<file path="src/rtl/intersection_phase_scheduler.sv">
// intersection_phase_scheduler
// Shares an intersection between NS vehicles, EW vehicles and pedestrians,
// with emergency preemption. Green phases use gap-out/max-out timing, and
// normal requests are served round-robin. Lamp outputs are Moore decodes of
// the state register.
//
// Optional build macro PED_FLASH_EN: PED_WALK is followed by a PED_CLEAR
// phase with a flashing don't-walk. When the macro is undefined, PED_CLEAR
// does not exist and ped_flash is tied to 0.
//
// Handshake: there is no valid/ready traffic here. Requests are levels,
// except ped_req, which may be a 1-cycle pulse and is latched into ped_pend.
// ped_ack is a registered 1-cycle pulse in the first PED_WALK cycle.
module intersection_phase_scheduler #(
    parameter int unsigned GREEN_MIN      = 4,
    parameter int unsigned GREEN_MAX      = 10,
    parameter int unsigned YELLOW_TIME    = 2,
    parameter int unsigned ALLRED_TIME    = 1,
    parameter int unsigned WALK_TIME      = 6,
    parameter int unsigned PED_CLEAR_TIME = 3
) (
    input  logic       clk,
    input  logic       reset,
    input  logic       req_ns,
    input  logic       req_ew,
    input  logic       ped_req,
    input  logic       emerg_req,
    input  logic       emerg_dir,
    output logic [2:0] ns_light,
    output logic [2:0] ew_light,
    output logic       walk,
    output logic       ped_flash,
    output logic       ped_ack,
    output logic [2:0] phase
);

    // The timer is sized from the largest duration parameter.
    localparam int unsigned MAX_A = (GREEN_MIN > GREEN_MAX) ? GREEN_MIN : GREEN_MAX;
    localparam int unsigned MAX_B = (YELLOW_TIME > ALLRED_TIME) ? YELLOW_TIME : ALLRED_TIME;
    localparam int unsigned MAX_C = (WALK_TIME > PED_CLEAR_TIME) ? WALK_TIME : PED_CLEAR_TIME;
    localparam int unsigned MAX_D = (MAX_A > MAX_B) ? MAX_A : MAX_B;
    localparam int unsigned MAX_P = (MAX_C > MAX_D) ? MAX_C : MAX_D;
    localparam int unsigned TW    = $clog2(MAX_P + 1);

    localparam logic [TW-1:0] T_GMIN   = TW'(GREEN_MIN - 1);
    localparam logic [TW-1:0] T_GMAX   = TW'(GREEN_MAX - 1);
    localparam logic [TW-1:0] T_YELLOW = TW'(YELLOW_TIME - 1);
    localparam logic [TW-1:0] T_ALLRED = TW'(ALLRED_TIME - 1);
    localparam logic [TW-1:0] T_WALK   = TW'(WALK_TIME - 1);
    localparam logic [TW-1:0] T_SAT    = '1;

    localparam logic [2:0] LAMP_RED    = 3'b100;
    localparam logic [2:0] LAMP_YELLOW = 3'b010;
    localparam logic [2:0] LAMP_GREEN  = 3'b001;

    typedef enum logic [2:0] {
        S_ALLRED    = 3'd0,
        S_NS_GREEN  = 3'd1,
        S_NS_YELLOW = 3'd2,
        S_EW_GREEN  = 3'd3,
        S_EW_YELLOW = 3'd4,
        S_PED_WALK  = 3'd5,
        S_PED_CLEAR = 3'd6
    } state_t;

    typedef enum logic [1:0] {
        RR_NS  = 2'd0,
        RR_EW  = 2'd1,
        RR_PED = 2'd2
    } rr_t;

    state_t        state_q, state_d;
    rr_t           rr_q, rr_d;
    logic [TW-1:0] timer_q;
    logic          ped_pend_q;
    logic          ped_ack_q;

    rr_t           rr_grant;
    logic          rr_any;
    logic          ns_comp;
    logic          ew_comp;
    logic          walk_entry;

    // Round-robin pick among pending requests, searching after the last grant.
    always_comb begin
        rr_grant = RR_NS;
        rr_any   = 1'b1;
        case (rr_q)
            RR_NS: begin
                if (req_ew)          rr_grant = RR_EW;
                else if (ped_pend_q) rr_grant = RR_PED;
                else if (req_ns)     rr_grant = RR_NS;
                else                 rr_any   = 1'b0;
            end
            RR_EW: begin
                if (ped_pend_q)      rr_grant = RR_PED;
                else if (req_ns)     rr_grant = RR_NS;
                else if (req_ew)     rr_grant = RR_EW;
                else                 rr_any   = 1'b0;
            end
            default: begin
                if (req_ns)          rr_grant = RR_NS;
                else if (req_ew)     rr_grant = RR_EW;
                else if (ped_pend_q) rr_grant = RR_PED;
                else                 rr_any   = 1'b0;
            end
        endcase
    end

    assign ns_comp = req_ew | ped_pend_q;
    assign ew_comp = req_ns | ped_pend_q;

    // Next-state selection and round-robin pointer update.
    always_comb begin
        state_d = state_q;
        rr_d    = rr_q;
        case (state_q)
            S_ALLRED: begin
                if (timer_q == T_ALLRED) begin
                    if (emerg_req) begin
                        // Preemption overrides fairness; the pointer still
                        // records the last phase that was granted.
                        state_d = emerg_dir ? S_EW_GREEN : S_NS_GREEN;
                        rr_d    = emerg_dir ? RR_EW : RR_NS;
                    end else if (rr_any) begin
                        rr_d = rr_grant;
                        case (rr_grant)
                            RR_NS:   state_d = S_NS_GREEN;
                            RR_EW:   state_d = S_EW_GREEN;
                            default: state_d = S_PED_WALK;
                        endcase
                    end else begin
                        // Nothing is pending, so rest in NS green.
                        state_d = S_NS_GREEN;
                        rr_d    = RR_NS;
                    end
                end
            end
            S_NS_GREEN: begin
                if (emerg_req) begin
                    if (emerg_dir) state_d = S_NS_YELLOW;
                end else if (ns_comp) begin
                    if (!req_ns && (timer_q >= T_GMIN)) state_d = S_NS_YELLOW;
                    if (req_ns && (timer_q >= T_GMAX))  state_d = S_NS_YELLOW;
                end
            end
            S_EW_GREEN: begin
                if (emerg_req) begin
                    if (!emerg_dir) state_d = S_EW_YELLOW;
                end else if (ew_comp) begin
                    if (!req_ew && (timer_q >= T_GMIN)) state_d = S_EW_YELLOW;
                    if (req_ew && (timer_q >= T_GMAX))  state_d = S_EW_YELLOW;
                end
            end
            S_NS_YELLOW: begin
                if (timer_q == T_YELLOW) state_d = S_ALLRED;
            end
            S_EW_YELLOW: begin
                if (timer_q == T_YELLOW) state_d = S_ALLRED;
            end
            S_PED_WALK: begin
                if (emerg_req) begin
                    state_d = S_ALLRED;
                end else if (timer_q == T_WALK) begin
`ifdef PED_FLASH_EN
                    state_d = S_PED_CLEAR;
`else
                    state_d = S_ALLRED;
`endif
                end
            end
`ifdef PED_FLASH_EN
            S_PED_CLEAR: begin
                if (emerg_req || (timer_q == TW'(PED_CLEAR_TIME - 1))) state_d = S_ALLRED;
            end
`endif
            default: state_d = S_ALLRED;
        endcase
    end

    assign walk_entry = (state_d == S_PED_WALK) && (state_q != S_PED_WALK);

    // State, pointer, phase timer, pedestrian latch and ack pulse registers.
    always_ff @(posedge clk or posedge reset) begin
        if (reset) begin
            state_q    <= S_ALLRED;
            rr_q       <= RR_NS;
            timer_q    <= '0;
            ped_pend_q <= 1'b0;
            ped_ack_q  <= 1'b0;
        end else begin
            state_q <= state_d;
            rr_q    <= rr_d;
            if (state_d != state_q)  timer_q <= '0;
            else if (timer_q != T_SAT) timer_q <= timer_q + 1'b1;
            // A button press in the entry cycle stays pending for a later walk.
            if (walk_entry)   ped_pend_q <= ped_req;
            else if (ped_req) ped_pend_q <= 1'b1;
            ped_ack_q <= walk_entry;
        end
    end

    // Moore lamp decode from the state register.
    always_comb begin
        ns_light  = LAMP_RED;
        ew_light  = LAMP_RED;
        walk      = 1'b0;
        ped_flash = 1'b0;
        case (state_q)
            S_NS_GREEN:  ns_light = LAMP_GREEN;
            S_NS_YELLOW: ns_light = LAMP_YELLOW;
            S_EW_GREEN:  ew_light = LAMP_GREEN;
            S_EW_YELLOW: ew_light = LAMP_YELLOW;
            S_PED_WALK:  walk     = 1'b1;
`ifdef PED_FLASH_EN
            S_PED_CLEAR: ped_flash = ~timer_q[0];
`endif
            default: ;
        endcase
    end

    assign ped_ack = ped_ack_q;
    assign phase   = state_q;

endmodule

</file>
<file path="config.mk">
export PLATFORM = sky130hd
export DESIGN_NAME = intersection_phase_scheduler
export DESIGN_NICKNAME = d
export VERILOG_FILES = /design/src/rtl/intersection_phase_scheduler.sv
export SDC_FILE = /design/constraint.sdc
export NUM_CORES = 1
export LEC_CHECK = 0
export BUFFER_PORTS_ARGS = -buffer_cell sky130_fd_sc_hd__buf_2
export CAP_MARGIN = 25
export CELL_PAD_IN_SITES_DETAIL_PLACEMENT = 1
export CELL_PAD_IN_SITES_GLOBAL_PLACEMENT = 1
export CORE_AREA = 2 2 52 54
export DETAILED_ROUTE_END_ITERATION = 16
export DIE_AREA = 0 0 54 56
export GPL_TIMING_DRIVEN = 0
export MAX_ROUTING_LAYER = met4
export PLACE_DENSITY = 0.74
export SLEW_MARGIN = 15
export SYNTH_ARGS = -nofsm -noshare
export SYNTH_HDL_FRONTEND = slang
export SYNTH_SLANG_ARGS = --single-unit
</file>
<file path="constraint.sdc">
create_clock -name clk -period 2.4 [get_ports clk]
set_input_delay 0.24 -clock clk [delete_from_list [all_inputs] [get_ports clk]]
set_output_delay 0.24 -clock clk [all_outputs]
set_load 0.05 [all_outputs]
</file>
# --- Word level (Yosys, flattened, before mapping) ---
# Index checks and enable logic that the tools add are counted.
totals:
  elab_cells: 84
  reg_bits: 11
  input_bits: 7
op_classes:
  n_eq_ne: 13
  mux: 46
  addsub: 1
  n_lt_le_gt_ge: 2
  bitwise_logic: 2
  n_reduce_logical: 15
ops:
  columns: ["op", "count"]
  rows:
  - ["$mux 3", 16]
  - ["$pmux 3 s2", 3]
  - ["$mux 1", 15]
  - ["$pmux 3 s5", 1]
  - ["$mux 2", 7]
  - ["$eq 3x3->1 const B", 3]
  - ["$mux 4", 2]
  - ["$eq 3x2->1 const B", 2]
  - ["$logic_and 1x1->1", 5]
  - ["$add 4x1->4 const B", 1]
  - ["$eq 2x1->1 const B", 2]
  - ["$eq 4x1->1 const B", 1]
  - ["$eq 4x3->1 const B", 1]
  - ["$ge 4x2->1 const B", 1]
  - ["$ge 4x4->1 const B", 1]
  - ["$logic_not 2->1", 2]
  - ["$logic_not 4->1", 1]
  - ["$ne 4x4->1 const B", 1]
  - ["$pmux 2 s2", 1]
  - ["$reduce_bool 2->1", 2]
  - ["$eq 3x1->1 const B", 1]
  - ["$logic_not 3->1", 1]
  - ["$ne 3x3->1", 1]
  - ["$ne 3x3->1 const B", 1]
  - ["other kinds (5)", 7]

# --- Longest topological paths before layout ---
logic_depth:
  word_depth: 13
  ltp_mapped: 7
  mapped_depth_nobuf: 7

# --- Worst setup path after synthesis ---
# OpenSTA, ideal clock, no wires.
synth_path:
  path_type: "reg2out"
  startpoint: "register state_q[0] (netlist: phase[0])"
  endpoint: "output port ew_light[2]"
  t_required_ps: 2160
  n_path_buf: 1
  t_arrival_ps: 2923
  stages_incl_launch_ff: 5
  path_slack_ps: -763
  cell_sequence: "dfrtp_1 buf_2 inv_1 nor3b_1 nor2_1"
synth_between:
  elab_chain_cells: 2
  word_cells_on_any_way: 3
synth_lines:
  columns: ["element", "line", "source"]
  rows:
  - ["start: declaration", "72", "state_t state_q, state_d;"]
  - ["start signal: assignment", "192", "state_q <= state_d;"]
  - ["$eq 3x3->1 or $eq 3x2->1 (tied branches)", "209", "case (state_q)"]
  - ["$pmux 3 s2 *", "209", null]
  - ["end: declaration", "30", "output logic [2:0] ew_light,"]
# Mark *: on every way between the ends. The rest lies on a longest branch, timed or not.

# --- Worst setup path after layout ---
layout_path:
  startpoint: "register timer_q[0]"
  endpoint: "register timer_q[1]"
layout_between:
  elab_chain_cells: 9
  word_cells_on_any_way: 28
layout_lines:
  columns: ["element", "line", "source"]
  rows:
  - ["start: declaration", "74", "logic [TW-1:0] timer_q;"]
  - ["start signal: assignment", "195", "else if (timer_q != T_SAT) timer_q <= timer_q + 1'b1;"]
  - ["$ge 4x2->1", "143, 151", null]
  - ["$logic_and 1x1->1 (on tied branches)", "151, 143", null]
  - ["$mux 3 (on tied branches)", "151, 143", null]
  - ["$mux 3 (on tied branches)", "152, 144", null]
  - ["$mux 3 (on tied branches)", "150, 142", null]
  - ["$mux 3 (on tied branches)", "148, 140", null]
  - ["$pmux 3 s5", "117", "case (state_q)"]
  - ["$ne 3x3->1", "194", "if (state_d != state_q) timer_q <= '0;"]
  - ["$mux 4 or $reduce_bool 2->1 (tied branches)", null, null]
# Parallel ways exist; a longest one is shown, timed or not. The select of a mux whose other input is x is not followed.
# A chain may end at the register's enable or synchronous reset.

==> summary.md <==
| Metric | Value |
|---|---|
| Total Nets Final | `147` |
| Status | `completed` |
| Fin. max-slew vios | `0` |
| Wire length per cell | `15.3 µm` |
| WL final | `2.52 mm` |
| Mean Syn Cell Area | `8.08 µm²` |
| Routed Antenna Nets | `0` |
| Vias in the first global route | `906` |
| Fmax | `0.490 GHz` |
| Clock Latency Late Sink | `260 ps` |
| Cell row count | `18` |
| Crit path max fanout | `4` |
| Cell Area, Placed | `1050 µm²` |
| I/O Buffers | `16` |
| Clk buf depth | `2` |
| Htree depth | `1` |
| Final Core Density | `44.6%` |
| Worst Path Arrival | `2180 ps` |
| CTS tree | `built` |
| R2R cell count | `7` |
| Total global routing overflow | `0` |
| GR Util All Layers | `19.3%` |
| Minimum clock period | `2040 ps` |
| Vias post-DR | `889` |
| Core ar. | `2430 µm²` |
| Global-route wire length before repair | `4.24 mm` |
| DP Wirelength | `2.08 mm` |
| Max Clock Skew | `4.25 ps` |
| Max Cap Viol | `0` |
| CTS Root Cell | `clkbuf_4` |
| DRC violations left | `0` |
| GP Congestion | `0.813` |
| Crit. End Element | `flop` |
| # diodes | `0` |
| FF-to-FF End | `timer_q[1]` |
| Worst reg2reg startpoint | `timer_q[0]` |
| Final worst path period share | `85.1%` |
| Share of cells above drive strength 1 | `22.2%` |
| Kind of critical path | `flop to flop` |
| IO Pins | `19` |
| HP Class | `primary input to flop` |
| Filler cell count | `319` |
| Slack of the worst reg-to-reg path | `360 ps` |
| # setup viols final | `0` |
| Final hold violation count | `0` |
| Worst EP required | `2530 ps` |
| Post-synthesis sequential area ratio | `29.9%` |
| Initial antenna violation count | `0` |
| Yosys warning count | `0` |
| LEAKAGE | `0.519 nW` |
| Register clock-pin slew on the reported worst setup and hold paths | `70 ps` |
| Die width | `54 µm` |
| Setup_tns | `0 ps` |
| Gate Count Post-Synth | `114` |
| Layout area overhead | `17.8%` |
| Hold Path End | `ped_pend_q` |
| Initial Util | `37.9%` |
| Hold path cells | `2` |
| Drt first pass iters | `4` |
| Vias per cell | `5.39` |
| DIE HEIGHT | `56 µm` |
| CTS Buf Count | `3` |
| CP startpoint kind | `flop` |
| Worst vdd ir | `0.000740 V` |
| Netlist cell types | `43` |
| Power density cells | `1220 nW/µm²` |
| Mapped Nets | `125` |
| Power, Total | `0.00133 W` |
| Drt first-iter violations | `10` |
| Largest net degree at the start of global routing | `12` |
| Hold path start | `ped_req` |
| RSZ-0062 raised after global routing | `false` |
| Die area | `3020 µm²` |
| Post-cts gate resize count | `0` |
| Mapped cell area | `921 µm²` |
| Synth Register Bits | `11` |
| Design Area, Final | `1080 µm²` |
| CTS Sinks | `11` |
cell usage in the layout, fill, tap and decap left out, drive strengths merged, types with 2 or more instances in the layout:
cell type  instances
nor2              12
clkbuf             7
and2               4
nor2b              5
nor4bb             2
o21bai             2
inv                8
nand2b             3
dfrtp             11
nand4              2
or3                2
a21o               2
o21ai              2
buf               19
o211ai             2
nor4b              2
a21oi              7
nand2             10
nor3               3
nor3b              3
nand3              5
ha                 4
worst max-delay path, stage by stage, from the launching register on:
cell and delay, ps:
dfrtp_1 400, inv_1 100, ha_1 210, nor4bb_1 130, a2111oi_2 410, o21ai_1 130
a311oi_2 410, nor3b_1 120
synthesized netlist by cell type, drive strengths merged:
cell | count | area, µm²
nor2 | 12 | 45.0
dfrtp | 11 | 275
nand2 | 10 | 37.5
inv | 8 | 30.0
a21oi | 7 | 35.0
nand3 | 5 | 25.0
nor2b | 5 | 31.3
and2 | 4 | 25.0
ha | 4 | 50.1
buf | 3 | 17.5
clkbuf | 3 | 11.3
nand2b | 3 | 18.8
nor3 | 3 | 20.0
nor3b | 3 | 22.5
a21o | 2 | 15.0
nand4 | 2 | 12.5
nor4b | 2 | 23.8
nor4bb | 2 | 20.0
o211ai | 2 | 15.0
o21ai | 2 | 10.0
o21bai | 2 | 15.0
or3 | 2 | 12.5
a2111oi | 1 | 15.0
a211oi | 1 | 7.51
a221oi | 1 | 8.76
a311oi | 1 | 15.0
a31oi | 1 | 6.26
and4 | 1 | 8.76
conb | 1 | 3.75
mux2i | 1 | 10.0
o221ai | 1 | 8.76
o22a | 1 | 8.76
o22ai | 1 | 6.26
o31ai | 1 | 7.51
o41ai | 1 | 8.76
or2 | 1 | 6.26
or4b | 1 | 13.8
xnor2 | 1 | 8.76
xor2 | 1 | 8.76
how the worst max path moves through the flow:
stage	from	end	slack [ps]	cells past startpoint
floorplan	phase[0]	ew_light[2]	-60	4
global placement	timer_q[0]	timer_q[1]	430	7
detailed placement	timer_q[0]	timer_q[1]	370	7
CTS	timer_q[0]	timer_q[1]	350	7
global route	timer_q[0]	timer_q[1]	150	7
finish	timer_q[0]	timer_q[1]	360	7
per-layer routing:
metal	share of wire, %	up-vias	track usage, %
met5	0	-	-
met4	0.36	0	7.50
met3	1.7	2	0.806
met2	50	9	30.5
met1	48	431	25.5
li1	-	447	-
cell families after synthesis:
family	synth area share [%]
flops	29.9
compound gates	19.8
simple gates	35.1
fa+ha+maj	5.43
buf+inv	6.39
other cells	0.407
mux	1.09
xor+xnor	1.90
flip-flops by register name (all words and copies together), names as in the netlist:
| name | cells |
|---|---|
| ped_pend_q | 1 |
| rr_q | 2 |
| ped_ack | 1 |
| timer_q | 4 |
| phase | 3 |
metrics by stage:
step,hold WS (ps),instances,setup WS (ps)
2_1_floorplan,92.4,114,-55.7
4_1_cts,148,165,355
6_report,156,165,358
3_5_place_dp,253,160,371
5_1_grt,155,165,153
3_3_place_gp,244,160,432
layout make-up:
type	count	area, µm²	area share [%]
multi-input cells	89	597	55.0
flip-flops and latches	11	275	25.4
repair buffers	17	90.1	8.30
well taps	30	37.5	3.46
inverters	8	30.0	2.77
plain buffers	6	28.8	2.65
clock buffers	4	26.3	2.42
power by group:
part	internal, W	switching, W	total, W	leakage, nW
clock network	0.0000643	0.0000572	0.000121	0.0150
registers	0.000254	0.0000690	0.000323	0.138
logic	0.000296	0.000584	0.000881	0.366
total	0.000615	0.000711	0.00133	0.519
what timing repair did:
item	4_1_cts	5_1_grt
hold buffers	1	0
hold endpoints to repair	11	0
buffers inserted	0	0
No activity file was read; power rests on OpenSTA's default activity.
